### src/rtl/cache_refill_ctrl_if.sv
// cache_refill_ctrl_if: signal bundle between the line-refill controller and its neighbours
// Ports: miss request/ready, memory request and response beats, data-array beat write,
//   tag-array write, fill notification to the replacement policy, refill done/error.
// Modports: master = refill controller, slave = cache arrays, replacement policy and memory.
interface cache_refill_ctrl_if #(
  parameter int SETS       = 128,
  parameter int WAYS       = 2,
  parameter int ADDR_W     = 32,
  parameter int LINE_BYTES = 32,
  parameter int BEAT_BYTES = 4
);
  localparam int SET_W  = $clog2(SETS);
  localparam int WAY_W  = $clog2(WAYS);
  localparam int OFF_W  = $clog2(LINE_BYTES);
  localparam int BEAT_W = $clog2(LINE_BYTES / BEAT_BYTES);
  localparam int TAG_W  = ADDR_W - OFF_W - SET_W;
  localparam int DATA_W = 8 * BEAT_BYTES;
  logic              miss_valid_i;
  logic              miss_ready_o;
  logic [ADDR_W-1:0] miss_addr_i;
  logic [WAY_W-1:0]  victim_way_i;
  logic              mem_req_valid_o;
  logic              mem_req_ready_i;
  logic [ADDR_W-1:0] mem_req_addr_o;
  logic              mem_rsp_valid_i;
  logic              mem_rsp_ready_o;
  logic [DATA_W-1:0] mem_rsp_data_i;
  logic              mem_rsp_err_i;
  logic              data_we_o;
  logic [SET_W-1:0]  data_set_o;
  logic [WAY_W-1:0]  data_way_o;
  logic [BEAT_W-1:0] data_beat_o;
  logic [DATA_W-1:0] data_wdata_o;
  logic              tag_we_o;
  logic [TAG_W-1:0]  tag_o;
  logic              tag_valid_o;
  logic              fill_o;
  logic [WAY_W-1:0]  fill_way_o;
  logic [SET_W-1:0]  fill_set_o;
  logic              refill_done_o;
  logic              refill_err_o;
  modport master (
    input  miss_valid_i, miss_addr_i, victim_way_i, mem_req_ready_i,
           mem_rsp_valid_i, mem_rsp_data_i, mem_rsp_err_i,
    output miss_ready_o, mem_req_valid_o, mem_req_addr_o, mem_rsp_ready_o,
           data_we_o, data_set_o, data_way_o, data_beat_o, data_wdata_o,
           tag_we_o, tag_o, tag_valid_o, fill_o, fill_way_o, fill_set_o,
           refill_done_o, refill_err_o
  );
  modport slave (
    output miss_valid_i, miss_addr_i, victim_way_i, mem_req_ready_i,
           mem_rsp_valid_i, mem_rsp_data_i, mem_rsp_err_i,
    input  miss_ready_o, mem_req_valid_o, mem_req_addr_o, mem_rsp_ready_o,
           data_we_o, data_set_o, data_way_o, data_beat_o, data_wdata_o,
           tag_we_o, tag_o, tag_valid_o, fill_o, fill_way_o, fill_set_o,
           refill_done_o, refill_err_o
  );
endinterface

### src/rtl/cache_refill_ctrl.sv
// cache_refill_ctrl: refills one cache line beat by beat, then commits tag/valid and notifies the policy
// Ports: clk_i clock; rst_i async active-high reset; bus (cache_refill_ctrl_if.master) carries
//   the miss handshake, memory request/response, data/tag array writes, fill and done/error pulses.
// Optional: define CACHE_REFILL_TIMEOUT_EN to abort a refill stalled for TIMEOUT_CYC cycles.
module cache_refill_ctrl #(
  parameter int SETS        = 128,
  parameter int WAYS        = 2,
  parameter int ADDR_W      = 32,
  parameter int LINE_BYTES  = 32,
  parameter int BEAT_BYTES  = 4,
  parameter int TIMEOUT_CYC = 255
) (
  input logic                 clk_i,
  input logic                 rst_i,
  cache_refill_ctrl_if.master bus
);
  localparam int SET_W  = $clog2(SETS);
  localparam int WAY_W  = $clog2(WAYS);
  localparam int OFF_W  = $clog2(LINE_BYTES);
  localparam int BEAT_W = $clog2(LINE_BYTES / BEAT_BYTES);
  localparam int TAG_W  = ADDR_W - OFF_W - SET_W;
  typedef enum logic [1:0] {IDLE, REQ, BEATS, COMMIT} state_e;
  state_e            state_q, state_d;
  logic [TAG_W-1:0]  tag_q;
  logic [SET_W-1:0]  set_q;
  logic [WAY_W-1:0]  way_q;
  logic [BEAT_W-1:0] cnt_q;
  logic              err_q;
  logic              accept, beat, commit, tmo;
  logic [SET_W-1:0]  in_set;
  logic [TAG_W-1:0]  in_tag;
  logic              unused_off;
  assign in_set     = bus.miss_addr_i[OFF_W+:SET_W];
  assign in_tag     = bus.miss_addr_i[ADDR_W-1:OFF_W+SET_W];
  assign unused_off = ^bus.miss_addr_i[OFF_W-1:0];
  assign accept     = state_q == IDLE && bus.miss_valid_i;
  assign beat       = state_q == BEATS && bus.mem_rsp_valid_i;
  assign commit     = state_q == COMMIT;
`ifdef CACHE_REFILL_TIMEOUT_EN
  localparam int STALL_W = $clog2(TIMEOUT_CYC + 1);
  logic [STALL_W-1:0] stall_q;
  // tmo marks the last tolerated stall cycle; a beat arriving in that cycle still counts as progress
  assign tmo = (state_q == REQ || (state_q == BEATS && !bus.mem_rsp_valid_i)) &&
               stall_q == STALL_W'(TIMEOUT_CYC - 1);
  always_ff @(posedge clk_i or posedge rst_i)
    if (rst_i) stall_q <= '0;
    else stall_q <= (state_d != state_q || beat || !(state_q == REQ || state_q == BEATS)) ? '0 : stall_q + 1'b1;
`else
  localparam int unused_timeout = TIMEOUT_CYC;
  assign tmo = 1'b0;
`endif
  always_comb begin
    state_d = state_q;
    case (state_q)
      IDLE:    state_d = bus.miss_valid_i ? REQ : IDLE;
      REQ:     state_d = tmo ? COMMIT : bus.mem_req_ready_i ? BEATS : REQ;
      BEATS:   state_d = (tmo || (beat && &cnt_q)) ? COMMIT : BEATS;
      default: state_d = IDLE;
    endcase
    bus.miss_ready_o    = state_q == IDLE;
    bus.mem_req_valid_o = state_q == REQ && !tmo;
    bus.mem_req_addr_o  = {tag_q, set_q, {OFF_W{1'b0}}};
    bus.mem_rsp_ready_o = state_q == BEATS;
    bus.data_we_o       = beat;
    // the victim is invalidated in the accept cycle, before its set/way/tag are registered
    bus.data_set_o      = accept ? in_set : set_q;
    bus.data_way_o      = accept ? bus.victim_way_i : way_q;
    bus.data_beat_o     = cnt_q;
    bus.data_wdata_o    = bus.mem_rsp_data_i;
    bus.tag_we_o        = accept || commit;
    bus.tag_o           = accept ? in_tag : tag_q;
    bus.tag_valid_o     = commit && !err_q;
    bus.fill_o          = commit && !err_q;
    bus.fill_way_o      = way_q;
    bus.fill_set_o      = set_q;
    bus.refill_done_o   = commit;
    bus.refill_err_o    = commit && err_q;
  end
  always_ff @(posedge clk_i or posedge rst_i)
    if (rst_i) begin
      state_q <= IDLE;
      tag_q   <= '0;
      set_q   <= '0;
      way_q   <= '0;
      cnt_q   <= '0;
      err_q   <= 1'b0;
    end else begin
      state_q <= state_d;
      cnt_q   <= state_q == BEATS ? cnt_q + BEAT_W'(beat) : '0;
      if (accept) begin
        tag_q <= in_tag;
        set_q <= in_set;
        way_q <= bus.victim_way_i;
        err_q <= 1'b0;
      end else if ((beat && bus.mem_rsp_err_i) || tmo) err_q <= 1'b1;
    end
endmodule

### src/flat_wrapper.sv
// flat-port wrapper written by rule: the top's interface ports become plain ports
module cache_refill_ctrl_flat 
#(
  parameter int SETS        = 128,
  parameter int WAYS        = 2,
  parameter int ADDR_W      = 32,
  parameter int LINE_BYTES  = 32,
  parameter int BEAT_BYTES  = 4,
  parameter int TIMEOUT_CYC = 255
)
  (clk_i, rst_i, bus_miss_valid_i, bus_miss_addr_i, bus_victim_way_i, bus_mem_req_ready_i, bus_mem_rsp_valid_i, bus_mem_rsp_data_i, bus_mem_rsp_err_i, bus_miss_ready_o, bus_mem_req_valid_o, bus_mem_req_addr_o, bus_mem_rsp_ready_o, bus_data_we_o, bus_data_set_o, bus_data_way_o, bus_data_beat_o, bus_data_wdata_o, bus_tag_we_o, bus_tag_o, bus_tag_valid_o, bus_fill_o, bus_fill_way_o, bus_fill_set_o, bus_refill_done_o, bus_refill_err_o);
  cache_refill_ctrl_if #(.SETS(SETS), .WAYS(WAYS), .ADDR_W(ADDR_W), .LINE_BYTES(LINE_BYTES), .BEAT_BYTES(BEAT_BYTES)) bus_i ();
  input logic clk_i;
  input logic rst_i;
  input wire logic [$bits(bus_i.miss_valid_i)-1:0] bus_miss_valid_i;
  input wire logic [$bits(bus_i.miss_addr_i)-1:0] bus_miss_addr_i;
  input wire logic [$bits(bus_i.victim_way_i)-1:0] bus_victim_way_i;
  input wire logic [$bits(bus_i.mem_req_ready_i)-1:0] bus_mem_req_ready_i;
  input wire logic [$bits(bus_i.mem_rsp_valid_i)-1:0] bus_mem_rsp_valid_i;
  input wire logic [$bits(bus_i.mem_rsp_data_i)-1:0] bus_mem_rsp_data_i;
  input wire logic [$bits(bus_i.mem_rsp_err_i)-1:0] bus_mem_rsp_err_i;
  output wire logic [$bits(bus_i.miss_ready_o)-1:0] bus_miss_ready_o;
  output wire logic [$bits(bus_i.mem_req_valid_o)-1:0] bus_mem_req_valid_o;
  output wire logic [$bits(bus_i.mem_req_addr_o)-1:0] bus_mem_req_addr_o;
  output wire logic [$bits(bus_i.mem_rsp_ready_o)-1:0] bus_mem_rsp_ready_o;
  output wire logic [$bits(bus_i.data_we_o)-1:0] bus_data_we_o;
  output wire logic [$bits(bus_i.data_set_o)-1:0] bus_data_set_o;
  output wire logic [$bits(bus_i.data_way_o)-1:0] bus_data_way_o;
  output wire logic [$bits(bus_i.data_beat_o)-1:0] bus_data_beat_o;
  output wire logic [$bits(bus_i.data_wdata_o)-1:0] bus_data_wdata_o;
  output wire logic [$bits(bus_i.tag_we_o)-1:0] bus_tag_we_o;
  output wire logic [$bits(bus_i.tag_o)-1:0] bus_tag_o;
  output wire logic [$bits(bus_i.tag_valid_o)-1:0] bus_tag_valid_o;
  output wire logic [$bits(bus_i.fill_o)-1:0] bus_fill_o;
  output wire logic [$bits(bus_i.fill_way_o)-1:0] bus_fill_way_o;
  output wire logic [$bits(bus_i.fill_set_o)-1:0] bus_fill_set_o;
  output wire logic [$bits(bus_i.refill_done_o)-1:0] bus_refill_done_o;
  output wire logic [$bits(bus_i.refill_err_o)-1:0] bus_refill_err_o;
  assign bus_i.miss_valid_i = bus_miss_valid_i;
  assign bus_i.miss_addr_i = bus_miss_addr_i;
  assign bus_i.victim_way_i = bus_victim_way_i;
  assign bus_i.mem_req_ready_i = bus_mem_req_ready_i;
  assign bus_i.mem_rsp_valid_i = bus_mem_rsp_valid_i;
  assign bus_i.mem_rsp_data_i = bus_mem_rsp_data_i;
  assign bus_i.mem_rsp_err_i = bus_mem_rsp_err_i;
  assign bus_miss_ready_o = bus_i.miss_ready_o;
  assign bus_mem_req_valid_o = bus_i.mem_req_valid_o;
  assign bus_mem_req_addr_o = bus_i.mem_req_addr_o;
  assign bus_mem_rsp_ready_o = bus_i.mem_rsp_ready_o;
  assign bus_data_we_o = bus_i.data_we_o;
  assign bus_data_set_o = bus_i.data_set_o;
  assign bus_data_way_o = bus_i.data_way_o;
  assign bus_data_beat_o = bus_i.data_beat_o;
  assign bus_data_wdata_o = bus_i.data_wdata_o;
  assign bus_tag_we_o = bus_i.tag_we_o;
  assign bus_tag_o = bus_i.tag_o;
  assign bus_tag_valid_o = bus_i.tag_valid_o;
  assign bus_fill_o = bus_i.fill_o;
  assign bus_fill_way_o = bus_i.fill_way_o;
  assign bus_fill_set_o = bus_i.fill_set_o;
  assign bus_refill_done_o = bus_i.refill_done_o;
  assign bus_refill_err_o = bus_i.refill_err_o;
  cache_refill_ctrl #(.SETS(SETS), .WAYS(WAYS), .ADDR_W(ADDR_W), .LINE_BYTES(LINE_BYTES), .BEAT_BYTES(BEAT_BYTES), .TIMEOUT_CYC(TIMEOUT_CYC)) u_core (.clk_i(clk_i), .rst_i(rst_i), .bus(bus_i));
endmodule
### config.mk
export PLATFORM = sky130hd
export DESIGN_NAME = cache_refill_ctrl_flat
export DESIGN_NICKNAME = d
export VERILOG_FILES = /design/src/rtl/cache_refill_ctrl_if.sv /design/src/rtl/cache_refill_ctrl.sv /design/src/flat_wrapper.sv
export SDC_FILE = /design/constraint.sdc
export NUM_CORES = 1
export LEC_CHECK = 0
export ABC_AREA = 1
export CAP_MARGIN = 10
export CORE_ASPECT_RATIO = 0.8
export CORE_MARGIN = 10
export CORE_UTILIZATION = 31
export CTS_BUF_LIST = sky130_fd_sc_hd__clkbuf_4 sky130_fd_sc_hd__clkbuf_8 sky130_fd_sc_hd__clkbuf_16
export CTS_CLUSTER_SIZE = 20
export DETAILED_ROUTE_END_ITERATION = 12
export PLACE_DENSITY = 0.86
export SLEW_MARGIN = 20
export SYNTH_ARGS = -nofsm -noshare
export SYNTH_HDL_FRONTEND = slang
export SYNTH_SLANG_ARGS = --single-unit
### constraint.sdc
create_clock -name clk_i -period 2.85 [get_ports clk_i]
set_input_delay 0.285 -clock clk_i [delete_from_list [all_inputs] [get_ports clk_i]]
set_output_delay 0.285 -clock clk_i [all_outputs]
set_load 0.1 [all_outputs]
==> results of run 1 <==
area by class of cell:
cell class                 instances  area, µm²  area share [%]
timing repair buffer             110       1260            44.9
sequential                        34        851            30.3
multi-input combinational        113        463            16.5
tap                               78       97.6            3.48
clock buffer                       6       82.6            2.94
inverter                          14       52.6            1.87
per-stage QoR:
step / worst slack (ps) / util, % / hold slack, ps
global route: 593 / 51.6 / 444
global placement: 876 / 50.1 / 530
finish: 764 / 51.6 / 415
detailed placement: 850 / 50.1 / 545
floorplan: 133 / - / 427
CTS: 737 / 51.6 / 426
kinds of logic after synthesis:
group                    share of synthesized area [%]
buffers and inverters                             25.0
adder cells (fa/ha/maj)                           1.44
XOR/XNOR                                         0.506
AND/OR/NAND/NOR                                   23.1
other                                            0.217
AO/OA/AOI/OAI                                    0.577
flip-flops                                        49.1
sequential cells by signal, summed over array words and instances (netlist names):
| register | cells |
|---|---|
| u_core.bus.fill_way_o | 1 |
| u_core.state_q | 2 |
| u_core.tag_q | 20 |
| u_core.bus.fill_set_o | 7 |
| u_core.bus.data_beat_o | 3 |
| u_core.err_q | 1 |
worst reg2reg max path, stage by stage, from the launching register on:
cell     delay [ps]
dfrtp_1         450
inv_1           100
nand2_1         130
nor2_1          220
ha_1            190
ha_1            150
xnor2_1         110
nor2_1           50
worst min path at each step:
stage | cells after the start | slack (ps) | start | endpoint
after CTS | 3 | 430 | rst_i | u_core.tag_q[10]
after global routing | 3 | 440 | rst_i | u_core.bus.fill_set_o[4]
after global placement | 2 | 530 | u_core.err_q | u_core.err_q
after detailed placement | 2 | 550 | u_core.bus.fill_way_o | u_core.bus.fill_way_o
after floorplan | 1 | 430 | rst_i | u_core.bus.data_beat_o[0]
final | 3 | 420 | rst_i | u_core.bus.fill_set_o[2]
cells in the final DEF, fill, tap and decap left out, types with 2 or more instances in the layout:
cell type,count
clkbuf_8,6
buf_12,28
dfrtp_1,34
conb_1,5
nor2_1,7
nand2_1,92
clkdlybuf4s50_1,33
inv_1,13
buf_4,49
ha_1,2
layer usage:
layer	track usage (%)	part of all wire, %	vias to the layer above	wire [µm]
li1	-	-	708	-
met1	12.3	39	659	2120
met2	18.6	47	92	2510
met3	7.91	13	10	685
met4	4.35	1.2	0	62
met5	0	0	-	0
==> impl_metrics.toml, run 1 <==
[worst_setup_path]
worstPathRequired_ps = 2570
critPathBufInv = 2
path_max_fanout = 29
critical_path.cell_chain = "nor2_4, nand2_2, inv_2, nand2_1, nand2_1, buf_12"
setup.worst_path.start = "u_core.state_q[1]"
worst-path-stages = 6
cp.arrival_ps = 1800
reg2reg_slack_ps = 1330
r2r-end = "u_core.bus.data_beat_o[2]"
r2r-start = "u_core.state_q[0]"
startpoint_type = "register"
ff2ff_path_depth = 7
cp_slowest_cell = "dfrtp_1"
cp-end-kind = "output port"
critPathKind = "register to output port"
crit_path_max_incr_delay_ps = 460
path_delay_family = "buffers and inverters"
path_common_cell = "nand2_1"
crit_path_end = "bus_tag_o[12]"

[yosys]
synth_edf_count = 0
synth_cells = 208
yosys-top-cells-count = "92 x nand2_1, 45 x buf_4, 34 x dfrtp_1"
synth_area_um2 = 1730
async_flop_share_pct = 100
synth_top_cell_by_area = "dfrtp_1"
synth_flop_cell = "dfrtp_1"
yosysMostFrequentCell = "nand2_1"
synth_top_area_share_pct = 49.1
yosysUniqueCellTypes = 17
ys_top_cells_by_area = "dfrtp_1 49%, nand2_1 20%, buf_4 20%"
yosysWarnings = 0
ys_ff_latch = 34
ys_seq_area_share_pct = 49.1
avgSynthCellArea_um2 = 8.33

[timing]
setup-violations-final = 0
slew_viol_final = 0
finalCriticalPeriod_ps = 2090
slew_headroom_pct = 65.4
tns_ps = 0
final-hold-violation-count = 0
fmax_mhz = 479
clock_skew_ps = 3.47
worst_pin_slew_ps = 518
finalCritPeriodShare_pct = 73.2
rsz0062_at_grt = "false"

[run_status]
outcome = "finished, final reports clean"

[route]
routed_wl_mm = 5.38
drc = 0
routedWlPerCell_um = 15.2
first_pass_iters = 2
drt_iter0_markers = 14
vias = 1469
via_per_inst = 4.14
final_antenna_net_count = 0

[clocking]
cts_sinks = 34
clk_latency_ps = 280
postCtsHoldBufs = 0
cts.path.max_buffers = 2
post_cts_resized = 0
cts-root-buf = "clkbuf_8"
htree_levels = 2
cts_buffers = 5
path_clk_slew_ps = 70
post-cts-setup-buffers = 0
cts_tree = "built"

[cells_and_area]
drive_gt1_share_pct = 31.0
final_area_um2 = 2810
instances_no_fill = 355
nFillCells = 472
antenna-diode-count = 0
nets = 351
areaGrowthSynthToFinish_pct = 62.0

[placement]
gp_congestion = 0.716
dpl_cell_area_um2 = 2720
hpwl_mm = 4.29
place_inst = 349
io_buffers = 108

[global_route]
grtUsageTotal_pct = 11.8
grt_max_degree = 35
grt-ovfl-total = 0
antenna_found_initial = 0
grt_pass1_vias = 1599
grt_pass1_wl_mm = 8.51

[floorplan]
rows = 24
ios = 183
initial_core_util_pct = 31.9
die_h_um = 86.9
core_um2 = 5440
die_width_um = 104
die-area_um2 = 8990

[worst_hold_path]
holdCritPathClass = "primary input to asynchronous set/reset pin"

[flow_run]
cap_violations = 0
Power of run 1 is not shown: default switching activity piles up to over one toggle a cycle in this logic, so the estimate is an artifact.
==> run 2: changes to the inputs <==
Settings changed: CORE_UTILIZATION 31 to 26, PLACE_DENSITY 0.86 to 0.77.
Clock period 2.85 ns to 1.7 ns, I/O delays scaled along.
==> impl_metrics.toml, run 2 (synthesis gave the netlist of run 1 again) <==
[run_status]
outcome = "finished with violations"
violations = "setup timing"

[floorplan]
initial_core_util_pct = 26.9
die_h_um = 93.0
ios = 183
core_um2 = 6440
die_width_um = 111
die-area_um2 = 10300
rows = 26

[route]
via_per_inst = 4.29
highest_layer = "met4"
routed_wl_mm = 6.51
route.met3.wl_um = 812
first_pass_iters = 4
vias = 1647
routedWlPerCell_um = 16.9
wl_met1_mm = 2.31
met2_length_mm = 3.28
final_antenna_net_count = 0
drt_iter0_markers = 10
drc = 0

[worst_setup_path]
r2r-start = "u_core.state_q[0]"
critPathKind = "register to output port"
cp_slowest_cell = "dfrtp_2"
cp.arrival_ps = 1610
reg2reg_slack_ps = 110
cp-end-kind = "output port"
r2r-end = "u_core.bus.data_beat_o[2]"
worstPathRequired_ps = 1530
critical_path.cell_chain = "nor2_4, nand2_4, inv_8, buf_12, buf_12, nand2_8, nand2_8, buf_12"
startpoint_type = "register"
path_common_cell = "buf_12"
ff2ff_path_depth = 9
path_max_fanout = 8
crit_path_max_incr_delay_ps = 450

[timing]
hold_slack_ps = 308
finalCriticalPeriod_ps = 1780
fmax_mhz = 562
slew_viol_final = 0
finalCritPeriodShare_pct = 105
rsz0062_at_grt = "true"
clock_skew_ps = 3.87
setup-violations-final = 22
tns_ps = -838
final-hold-violation-count = 0
fin_ws_ps = -78.3

[cells_and_area]
top_register = "u_core.tag_q"
final_cell_mix = "66 x buf_12, 39 x nand2_8, 33 x clkdlybuf4s50_1, 33 x dfrtp_1"
final_common_cell = "buf_12"
nets = 373
largest_reg_flops = 20
areaGrowthSynthToFinish_pct = 148
antenna-diode-count = 0
final_area_um2 = 4300
drive_gt1_share_pct = 63.7

[placement]
hpwl_mm = 5.02
io_buffers = 108
dpl_cell_area_um2 = 3910
gp_congestion = 0.730

[clocking]
postCtsHoldBufs = 0
cts_buffers = 5
cts_tree = "built"
path_clk_slew_ps = 70
cts-root-buf = "clkbuf_8"
clk_latency_ps = 280
cts.path.max_buffers = 2
htree_levels = 2
cts_sinks = 34

[global_route]
grt_max_degree = 35
grt-ovfl-total = 0
grtUsageTotal_pct = 12.4
grt_pass1_wl_mm = 10.5
antenna_found_initial = 0
grt_pass1_vias = 1824

[flow_run]
cap_violations = 0

[worst_hold_path]
holdCritPathClass = "primary input to asynchronous set/reset pin"
## run 2: cell types whose count changed in the layout (fill, tap and decap cells not counted), sizes merged
cell    change
clkbuf      +1
buf        +22
## run 2: metrics by stage
stage,util (%),setup WS (ps),cells
after CTS,65.7,-102,379
final,66.8,-78.3,384
after global placement,60.8,44.6,361
after global routing,66.8,-135,384
after detailed placement,60.8,20.6,361
after floorplan,-,-297,212
## run 2: repair_timing
item / in CTS / in global routing
hold endpoints to repair: 0 / 0
setup endpoints to repair: 28 / 28
gates resized for setup: 22 / 5
cloned: 1 / 0
pin swaps: 18 / 7
buffers inserted: 10 / 5
## run 2: worst max path at each step
| stage | start | end | slack, ps | cells past startpoint |
|---|---|---|---|---|
| 2_1_floorplan | u_core.state_q[1] | bus_refill_err_o | -300 | 2 |
| 3_3_place_gp | bus_miss_valid_i | bus_tag_o[3] | 40 | 7 |
| 3_5_place_dp | bus_miss_valid_i | bus_tag_o[3] | 20 | 7 |
| 4_1_cts | u_core.state_q[1] | bus_tag_o[1] | -100 | 7 |
| 5_1_grt | u_core.state_q[1] | bus_tag_o[6] | -140 | 8 |
| 6_report | u_core.state_q[1] | bus_tag_o[6] | -80 | 8 |
## run 2: layout make-up
cell class,instances,area (µm²)
Timing Repair Buffer,132,1930
Sequential cell,34,852
Inverter,14,60.1
Fill cell,467,2140
Multi-Input combinational cell,113,1260
Clock buffer,7,83.8
Tap cell,84,105
## run 2: worst max-delay path, delay by kind of cell, from the launching register on
kind	cells	cell delay [ps]
buf+inv	4	530
flops	1	450
simple gates	4	340
## run 2: metal layers
layer,track usage (%),vias up
li1,-,759
met1,13.5,782
met2,20.3,90
met3,7.09,16
met4,3.31,0
met5,0,-
Power of run 2 is left out for the same reason.
==> run 3: changes to the inputs <==
Settings changed: PLACE_DENSITY 0.77 to 0.78, SKIP_CTS_REPAIR_TIMING set to 1.
==> impl_metrics.toml, run 3 (synthesis gave the netlist of run 1 again) <==
[route]
first_pass_iters = 4
drt_iter0_markers = 31
routedWlPerCell_um = 16.3
routed_wl_mm = 6.08
final_antenna_net_count = 0
drc = 0
via_per_inst = 4.25
vias = 1591

[clocking]
htree_levels = 2
clk_latency_ps = 280
path_clk_slew_ps = 70
cts.path.max_buffers = 2
cts-root-buf = "clkbuf_8"
cts_tree = "built"
cts_sinks = 34
cts_buffers = 5

[run_status]
outcome = "finished with violations"
violations = "setup timing"

[floorplan]
rows = 26
core_um2 = 6440
initial_core_util_pct = 26.9
die_width_um = 111
die_h_um = 93.0
die-area_um2 = 10300
ios = 183

[worst_setup_path]
cp_slowest_cell = "dfrtp_2"
cp-end-kind = "output port"
startpoint_type = "register"
path_delay_family = "flip-flops"
critPathBufInv = 3
path_max_fanout = 7
critical_path.cell_chain = "nor2_4, nand2_4, inv_8, buf_12, nand2_2, nand2_8, buf_12"
critPathKind = "register to output port"
cp.arrival_ps = 1550
path_common_cell = "buf_12"
worstPathRequired_ps = 1530
crit_path_max_incr_delay_ps = 430

[placement]
io_buffers = 108
gp_congestion = 0.722
place_inst = 361
dp_slack_ps = 37.1
hpwl_mm = 4.94

[cells_and_area]
drive_gt1_share_pct = 63.1
top_register = "u_core.tag_q"
instances_no_fill = 374
final_cell_mix = "66 x buf_12, 37 x nand2_8, 33 x clkdlybuf4s50_1, 33 x dfrtp_1, 27 x nand2_2"
largest_reg_flops = 20
areaGrowthSynthToFinish_pct = 145
final_common_cell = "buf_12"
nets = 364
antenna-diode-count = 0

[timing]
clock_skew_ps = 7.60
finalCriticalPeriod_ps = 1720
final-hold-violation-count = 0
setup-violations-final = 18
rsz0062_at_grt = "true"
fmax_mhz = 581
finalCritPeriodShare_pct = 101
fin_ws_ps = -21.5
slew_viol_final = 0

[global_route]
antenna_found_initial = 0
grt-ovfl-total = 0
grt_max_degree = 35
grt_pass1_vias = 1747
grtUsageTotal_pct = 10.8
grt_pass1_wl_mm = 9.17

[worst_hold_path]
holdCritPathClass = "primary input to asynchronous set/reset pin"

[flow_run]
cap_violations = 0
-- run 3: cell count changes in the layout (fill, tap and decap cells not counted), sizes merged --
cell,before,now
buf,99,88
clkbuf,7,8
-- run 3: path summary, 6_finish.rpt --
path	from	to	slack (ps)	depth (start not counted)
setup / recovery	u_core.state_q[1]	bus_data_set_o[3]	-20	7
hold / removal	rst_i	u_core.tag_q[16]	310	3
setup reg to reg	u_core.state_q[1]	u_core.bus.data_beat_o[2]	210	8
hold reg to reg	u_core.tag_q[12]	u_core.tag_q[12]	560	2
max in group asynchronous	rst_i	u_core.state_q[1]	1030	3
min in group clk_i	bus_mem_rsp_data_i[30]	bus_data_wdata_o[30]	340	0
-- run 3: final cells by class --
cell class,count,area [µm²]
flip-flops and latches,34,852
multi-input cells,113,1270
repair buffers,123,1870
well taps,84,105
inverters,14,60.1
clock buffers,6,82.6
fillers,447,2200
-- run 3: tightest hold or removal path, cell delays in order --
cell and delay (ps):
clkdlybuf4s50_1 410, inv_1 60, buf_4 400
-- run 3: metrics by stage --
stage / hold WS [ps] / TNS (ps) / utilization (%) / cell area (µm²)
final: 314 / -208 / 65.9 / 4240
after global placement: 341 / 0 / 61.2 / 3940
after global routing: 340 / -1720 / 65.9 / 4240
after detailed placement: 341 / 0 / 61.2 / 3940
after floorplan: 312 / -9590 / - / 2480
after CTS: 341 / -4460 / 62.4 / 4020
-- run 3: routing by layer --
| metal | part of all wire [%] | track usage (%) | vias up |
|---|---|---|---|
| met5 | 0 | 0 | - |
| met4 | 1.0 | 3.42 | 0 |
| met3 | 13 | 7.66 | 14 |
| met2 | 49 | 18.1 | 86 |
| met1 | 36 | 10.6 | 756 |
| li1 | - | - | 735 |
Power of run 3 is left out for the same reason.
